==> src/rtl/alu_result_stage.sv <==
`default_nettype none
// ============================================================================
//  Module  : alu_result_stage
//  Purpose : Registered valid/ready output stage behind the 16:1 ALU result
//            mux, with a 2-entry skid buffer, status flags and a result counter.
//  Rev     : 1.0  initial release
// ============================================================================
module alu_result_stage #(
    parameter int WIDTH       = 8,
    parameter int COUNT_WIDTH = 16
) (
    input  logic                   clk,
    input  logic                   rstb,
    input  logic                   in_valid,
    output logic                   in_ready,
    input  logic [WIDTH-1:0]       in_Z,
    input  logic [3:0]             in_S,
    output logic                   out_valid,
    input  logic                   out_ready,
    output logic [WIDTH-1:0]       out_Z,
    output logic [3:0]             out_S,
    output logic                   out_zero,
    output logic                   out_neg,
    output logic                   out_parity,
    output logic [COUNT_WIDTH-1:0] result_count
);

    typedef struct packed {
        logic [WIDTH-1:0] z;
        logic [3:0]       s;
        logic             zero;
        logic             neg;
        logic             parity;
    } entry_t;

    typedef enum logic [1:0] {
        EMPTY = 2'd0,
        ONE   = 2'd1,
        FULL  = 2'd2
    } state_t;

    localparam entry_t RESET_ENTRY = '{z: '0, s: '0, zero: 1'b1, neg: 1'b0, parity: 1'b0};

    state_t                 state;
    state_t                 state_nxt;
    entry_t                 main_q;
    entry_t                 skid_q;
    entry_t                 in_entry;
    logic [COUNT_WIDTH-1:0] count_q;
    logic                   in_hs;
    logic                   out_hs;
    logic                   load_main_in;
    logic                   load_main_skid;
    logic                   load_skid;

    // Flags are computed before capture so out_* come straight from flops.
    always_comb begin
        in_entry.z      = in_Z;
        in_entry.s      = in_S;
        in_entry.zero   = (in_Z == '0);
        in_entry.neg    = in_Z[WIDTH-1];
        in_entry.parity = ^in_Z;
    end

    // Both handshake qualifiers are decoded from the state register only.
    assign in_ready  = (state != FULL);
    assign out_valid = (state != EMPTY);
    assign in_hs     = in_valid & in_ready;
    assign out_hs    = out_valid & out_ready;

    always_ff @(posedge clk or negedge rstb) begin
        if (!rstb) begin
            state <= EMPTY;
        end else begin
            state <= state_nxt;
        end
    end

    always_comb begin
        state_nxt      = state;
        load_main_in   = 1'b0;
        load_main_skid = 1'b0;
        load_skid      = 1'b0;
        case (state)
            EMPTY: begin
                if (in_hs) begin
                    load_main_in = 1'b1;
                    state_nxt    = ONE;
                end
            end
            ONE: begin
                if (in_hs && out_hs) begin
                    load_main_in = 1'b1;
                end else if (in_hs) begin
                    load_skid = 1'b1;
                    state_nxt = FULL;
                end else if (out_hs) begin
                    state_nxt = EMPTY;
                end
            end
            FULL: begin
                if (out_hs) begin
                    load_main_skid = 1'b1;
                    state_nxt      = ONE;
                end
            end
            default: begin
                state_nxt = EMPTY;
            end
        endcase
    end

    always_ff @(posedge clk or negedge rstb) begin
        if (!rstb) begin
            main_q  <= RESET_ENTRY;
            skid_q  <= '0;
            count_q <= '0;
        end else begin
            if (load_main_in) begin
                main_q <= in_entry;
            end else if (load_main_skid) begin
                main_q <= skid_q;
            end
            if (load_skid) begin
                skid_q <= in_entry;
            end
            if (out_hs) begin
                count_q <= count_q + COUNT_WIDTH'(1);
            end
        end
    end

    assign out_Z        = main_q.z;
    assign out_S        = main_q.s;
    assign out_zero     = main_q.zero;
    assign out_neg      = main_q.neg;
    assign out_parity   = main_q.parity;
    assign result_count = count_q;

endmodule
`default_nettype wire

==> config.mk <==
export PLATFORM = sky130hd
export DESIGN_NAME = alu_result_stage
export DESIGN_NICKNAME = d
export VERILOG_FILES = /design/src/rtl/alu_result_stage.sv
export SDC_FILE = /design/constraint.sdc
export NUM_CORES = 1
export LEC_CHECK = 0
export CORE_ASPECT_RATIO = 1.5
export CORE_MARGIN = 4
export CORE_UTILIZATION = 40
export CTS_CLUSTER_DIAMETER = 40
export DETAILED_ROUTE_END_ITERATION = 6
export PLACE_DENSITY = 0.64
export SLEW_MARGIN = 20
export SYNTH_ARGS = -nofsm -noshare
export SYNTH_HDL_FRONTEND = slang
export SYNTH_SLANG_ARGS = --single-unit
export TNS_END_PERCENT = 1
==> constraint.sdc <==
create_clock -name clk -period 2.2 [get_ports clk]
set_clock_uncertainty 0.1 [all_clocks]
set_input_delay 0.22 -clock clk [delete_from_list [all_inputs] [get_ports clk]]
set_output_delay 0.22 -clock clk [all_outputs]
set_load 0.01 [all_outputs]
* Yosys cells after proc, flatten, opt, wreduce, memory -nomap -nowiden
Index checks and enable logic that the tools add are counted.
Storage, ports and cells: bits in registers 48, bits of input ports 16, output and inout bits 33, logic and storage cells 44
Operators by class: add/sub/neg operators 1, equal/unequal tests 7, multiplexer cells 15, bitwise logic cells 2, reduce and logical (&&, ||, !) cells 7
Operators with widths (number):
- two-way mux 15 bit | 2
- adder 16 x 1 -> 16 bit, second input constant | 1
- two-way mux 2 bit | 5
- logical NOT 8 bit | 1
- inequality test 2 bit, second input constant | 4
- parity 8 bit | 1
- two-way mux 1 bit | 6
- one-hot mux 2 bit (3 select lines) | 1
- AND reduction 4 bit | 1
- nonzero test 2 bit | 2
- inequality test 3 bit, second input constant | 1
- bitwise AND 1 bit | 2
- == test 2 x 1 -> 1 bit, second input constant | 1
- == test 2 bit, second input constant | 1
- logical NOT 2 bit | 1
- one-hot mux 1 bit (2 select lines) | 1
- logical AND 1 bit | 1

* Logic depth before layout (Yosys ltp)
depth after elaboration 6, gate-level depth with buffers 6, mapped depth without buffers 6

* Worst setup path after synthesis
Ideal clock, no wire load.
path kind reg-to-reg, start point reg state[1], end point reg skid_q[10] (netlist name), library setup time 0.125 ns, arrival 1.468 ns, data required time 1.975 ns, setup slack 0.508 ns, cell stages (with the launch flop) 6, path buffers 2, period minus slack after synthesis 1.692 ns, cells stage by stage dfrtp_1 -> nor2b_2 -> nor2b_1 -> buf_2 -> buf_2 -> mux2_2
Between the ends: cells in the longest elaborated chain, start to end 5, elaborated cells on any way between the ends 9, those cells by class eq/ne: 2; mux: 3; bitwise: 2; reduce/logical: 2
Ends and longest elaborated chain:
- start: declaration | RTL line 44 | state_t state;
- start signal: assignment | RTL line 75 | state <= state_nxt;
- inequality test 2 bit or nonzero test 2 bit (tied branches) | RTL line 66, 67
- bitwise AND 1 bit, on equally long branches | RTL line 68, 69
- two-way mux 1 bit or logical AND 1 bit (tied branches) | RTL line 94, 92
- two-way mux 1 bit | RTL line 92 | if (in_hs && out_hs) begin
- two-way mux 1 bit * | RTL line 84 | case (state)
- end signal: assignment | RTL line 125 | skid_q <= in_entry;
- end: declaration | RTL line 47 | entry_t skid_q;
Every way passes the cells marked *; elsewhere a longest branch is shown, timed or not. A chain may end at the register's enable or synchronous reset.

* Worst setup path after layout
start point reg state[1], end point out out_valid
Between the ends: cells in the longest elaborated chain, start to end 1
Ends and longest elaborated chain:
- nonzero test 2 bit | RTL line 67 | assign out_valid = (state != EMPTY);
- end: declaration | RTL line 18 | output logic out_valid,
Every way passes these cells.

==> qor.csv <==
metric,value,unit
io pins,49,
Vias,1468,
part of the power in registers,42.2,%
leading area contributor after synthesis,dfrtp_1,
clock sinks,46,
HP Class,in2async,
unrepaired setup endpoints after global routing,no,
final core utilization,55.4,%
Post-DP HPWL,3260,um
Post-Syn Instances,170,
RePlAce Congestion,0.793,
initial core utilization,41.7,%
Slew headroom,71.5,%
CTS tree,built,
nets,246,
post-route ant nets,0,
share of post-route cells with drive strength above 1,27.9,%
die area,6690,sq um
setup_tns,0,ns
htree depth,2,
gr ovfl total,0,
Core ar.,5200,sq um
die width,68.1,um
worst skew pair latency,0.29,ns
Final Setup Violations,0,
pwr/cell area,1080,nW/um^2
Yosys top cell area share,51.9,%
"non-filler cells, final",294,
Post-synth EDFFs,0,
Worst setup SP type,flop,
syn_nets,191,
warnings from Yosys,0,
Switch Pwr,852,uW
DRC violations left,0,
"wirelength, routed",4330,um
number of cells after detailed placement,285,
drt wl/cell,14.7,um
Clock Tree Buf Depth,2,
Layout area overhead,32.8,%
post-synthesis sequential area ratio,53.1,%
switching share of power,27.3,%
initial antenna violation count,0,
drt via density,4.99,
Final Max Tran Viols,0,
"Min Clock Period, post-route",1.92,ns
outcome,"complete, no violations",
top post-synthesis cells by area,"dfrtp_1 (52%), mux2_2 (21%), xor2_1 (4.0%)",
final hold violations,0,
row cnt,32,
Num CTS Buffers,5,
Post-synth top cells,"dfrtp_1 (45), mux2_2 (41), xor2_1 (10), inv_1 (9)",
fmax,0.521,GHz
predominant post-synthesis flop cell,dfrtp_1,
synthesized area per cell,12.8,sq um
WS Path Type,reg2out,
pin count of the biggest net entering global routing,28,
CTS root buf,clkbuf_8,
Syn Std Cell Area,2170,sq um
Cell variety after synth,31,
"IR drop worst, VDD",572,uV
chip height,98.2,um
post-route clock period utilization,87.3,%
IO Port Bufs,48,
"count leader, synth",dfrtp_1,
Leak,1.27,nW
worst-path fanout max,7,
Max-Cap Viols,0,
synthesis-stage register bit count,46,
"Arr. time, crit path",1.60,ns
ys async rst share,100,%
Comb pwr share,33.4,%
first-pass GRT wire length,7380,um
ant diodes,0,
cell internal pwr,2.27,mW
measured slew at the worst slew-check pin,0.427,ns
clock network power share,24.5,%
starting DRC count in detailed routing,15,
Clock Pin Slew Worst Setup and Hold Paths,0.09,ns
CP Capture Type,output port,
drt first pass iters,4,
Hold WS,0.283,ns
vias in the first global route,1621,
CP Data Required Time,1.88,ns
total track usage,14.4,%
layout by cell type (no fill, tap or decap), drive strengths merged, types with 3 or more instances in the layout:
master and n:
inv 9, a21oi 4, nor3 3, clkdlybuf4s50 47
nor2 8, nand3 3, nand4 5, mux2 41
xor2 10, dfrtp 45, xnor2 8, nand2 9
buf 6, clkbuf 6, ha 5
repair_timing:
action,in CTS,in global routing
resized for setup,0,0
setup buffers,0,0
endpoints found under the hold margin,19,0
hold buffers,1,0
worst max-delay path: stages, from the launching register on:
cell             delay (ns)
dfrtp_1                0.47
or2_2                  0.34
clkdlybuf4s50_1        0.50
final cells by class:
class                      instances  area, sq um
fill                             462         2320
sequential                        46         1150
multi-input combinational        109          945
timing repair buffer              54          523
tap                               68         85.1
clock buffer                       6         82.6
clock inverter                     2         60.1
inverter                           9         33.8
kinds of logic (layout without fill, tap and decap cells):
kind of cell    after synthesis  after routing  share of synthesized area [%]
mux                          42             42                           21.7
xor+xnor                     18             18                           7.27
compound gates                6              6                           1.79
buf+inv                      15             71                           3.34
fa+ha+maj                     5              5                           2.88
flops                        46             46                           53.1
simple gates                 38             38                           9.86
layer usage:
metal	vias to the layer above	global-route usage, %	share of wire [%]
li1	690	-	-
met1	733	17.1	41
met2	41	24.4	52
met3	4	4.26	5.6
met4	0	4.13	0.88
met5	-	0	0
state kept, by name, summed over array words and instances (netlist names):
signal,count
result_count,16
out_S,4
out_zero,1
out_Z,8
out_parity,1
skid_q,14
state,2
worst paths after layout:
check | endpoint | cells past startpoint | slack, ns | start
worst max-delay path | out_valid | 2 | 0.28 | state[1]$_DFFE_PN0P_
min in group clk | result_count[15]$_DFFE_PN0P_ | 1 | 0.37 | result_count[15]$_DFFE_PN0P_
max in group asynchronous | out_zero$_DFFE_PN1P_ | 3 | 0.97 | rstb
worst max register to register | out_S[2]$_DFFE_PN0P_ | 5 | 0.43 | state[1]$_DFFE_PN0P_
worst min register to register | result_count[15]$_DFFE_PN0P_ | 1 | 0.37 | result_count[15]$_DFFE_PN0P_
worst min-delay path | out_Z[4]$_DFFE_PN0P_ | 2 | 0.28 | rstb
power by group through the flow:
stage | sequential, mW | combinational [mW] | clock (mW)
2_1_floorplan | 1.37 | 0.475 | 0
3_3_place_gp | 1.31 | 1.03 | 0
3_5_place_dp | 1.33 | 1.06 | 0
4_1_cts | 1.32 | 1.06 | 0.778
5_1_grt | 1.36 | 1.14 | 0.818
6_report | 1.31 | 1.04 | 0.762
metrics by stage:
step / instance area [sq um] / power (mW) / worst slack [ns]
after floorplan: 2170 / 1.85 / 0.508
after detailed placement: 2730 / 2.40 / 0.0850
after global routing: 2880 / 3.32 / 0.229
after global placement: 2730 / 2.34 / 0.164
final: 2880 / 3.12 / 0.280
after CTS: 2880 / 3.16 / 0.277
Note: power is estimated with default switching activity, not from simulation.
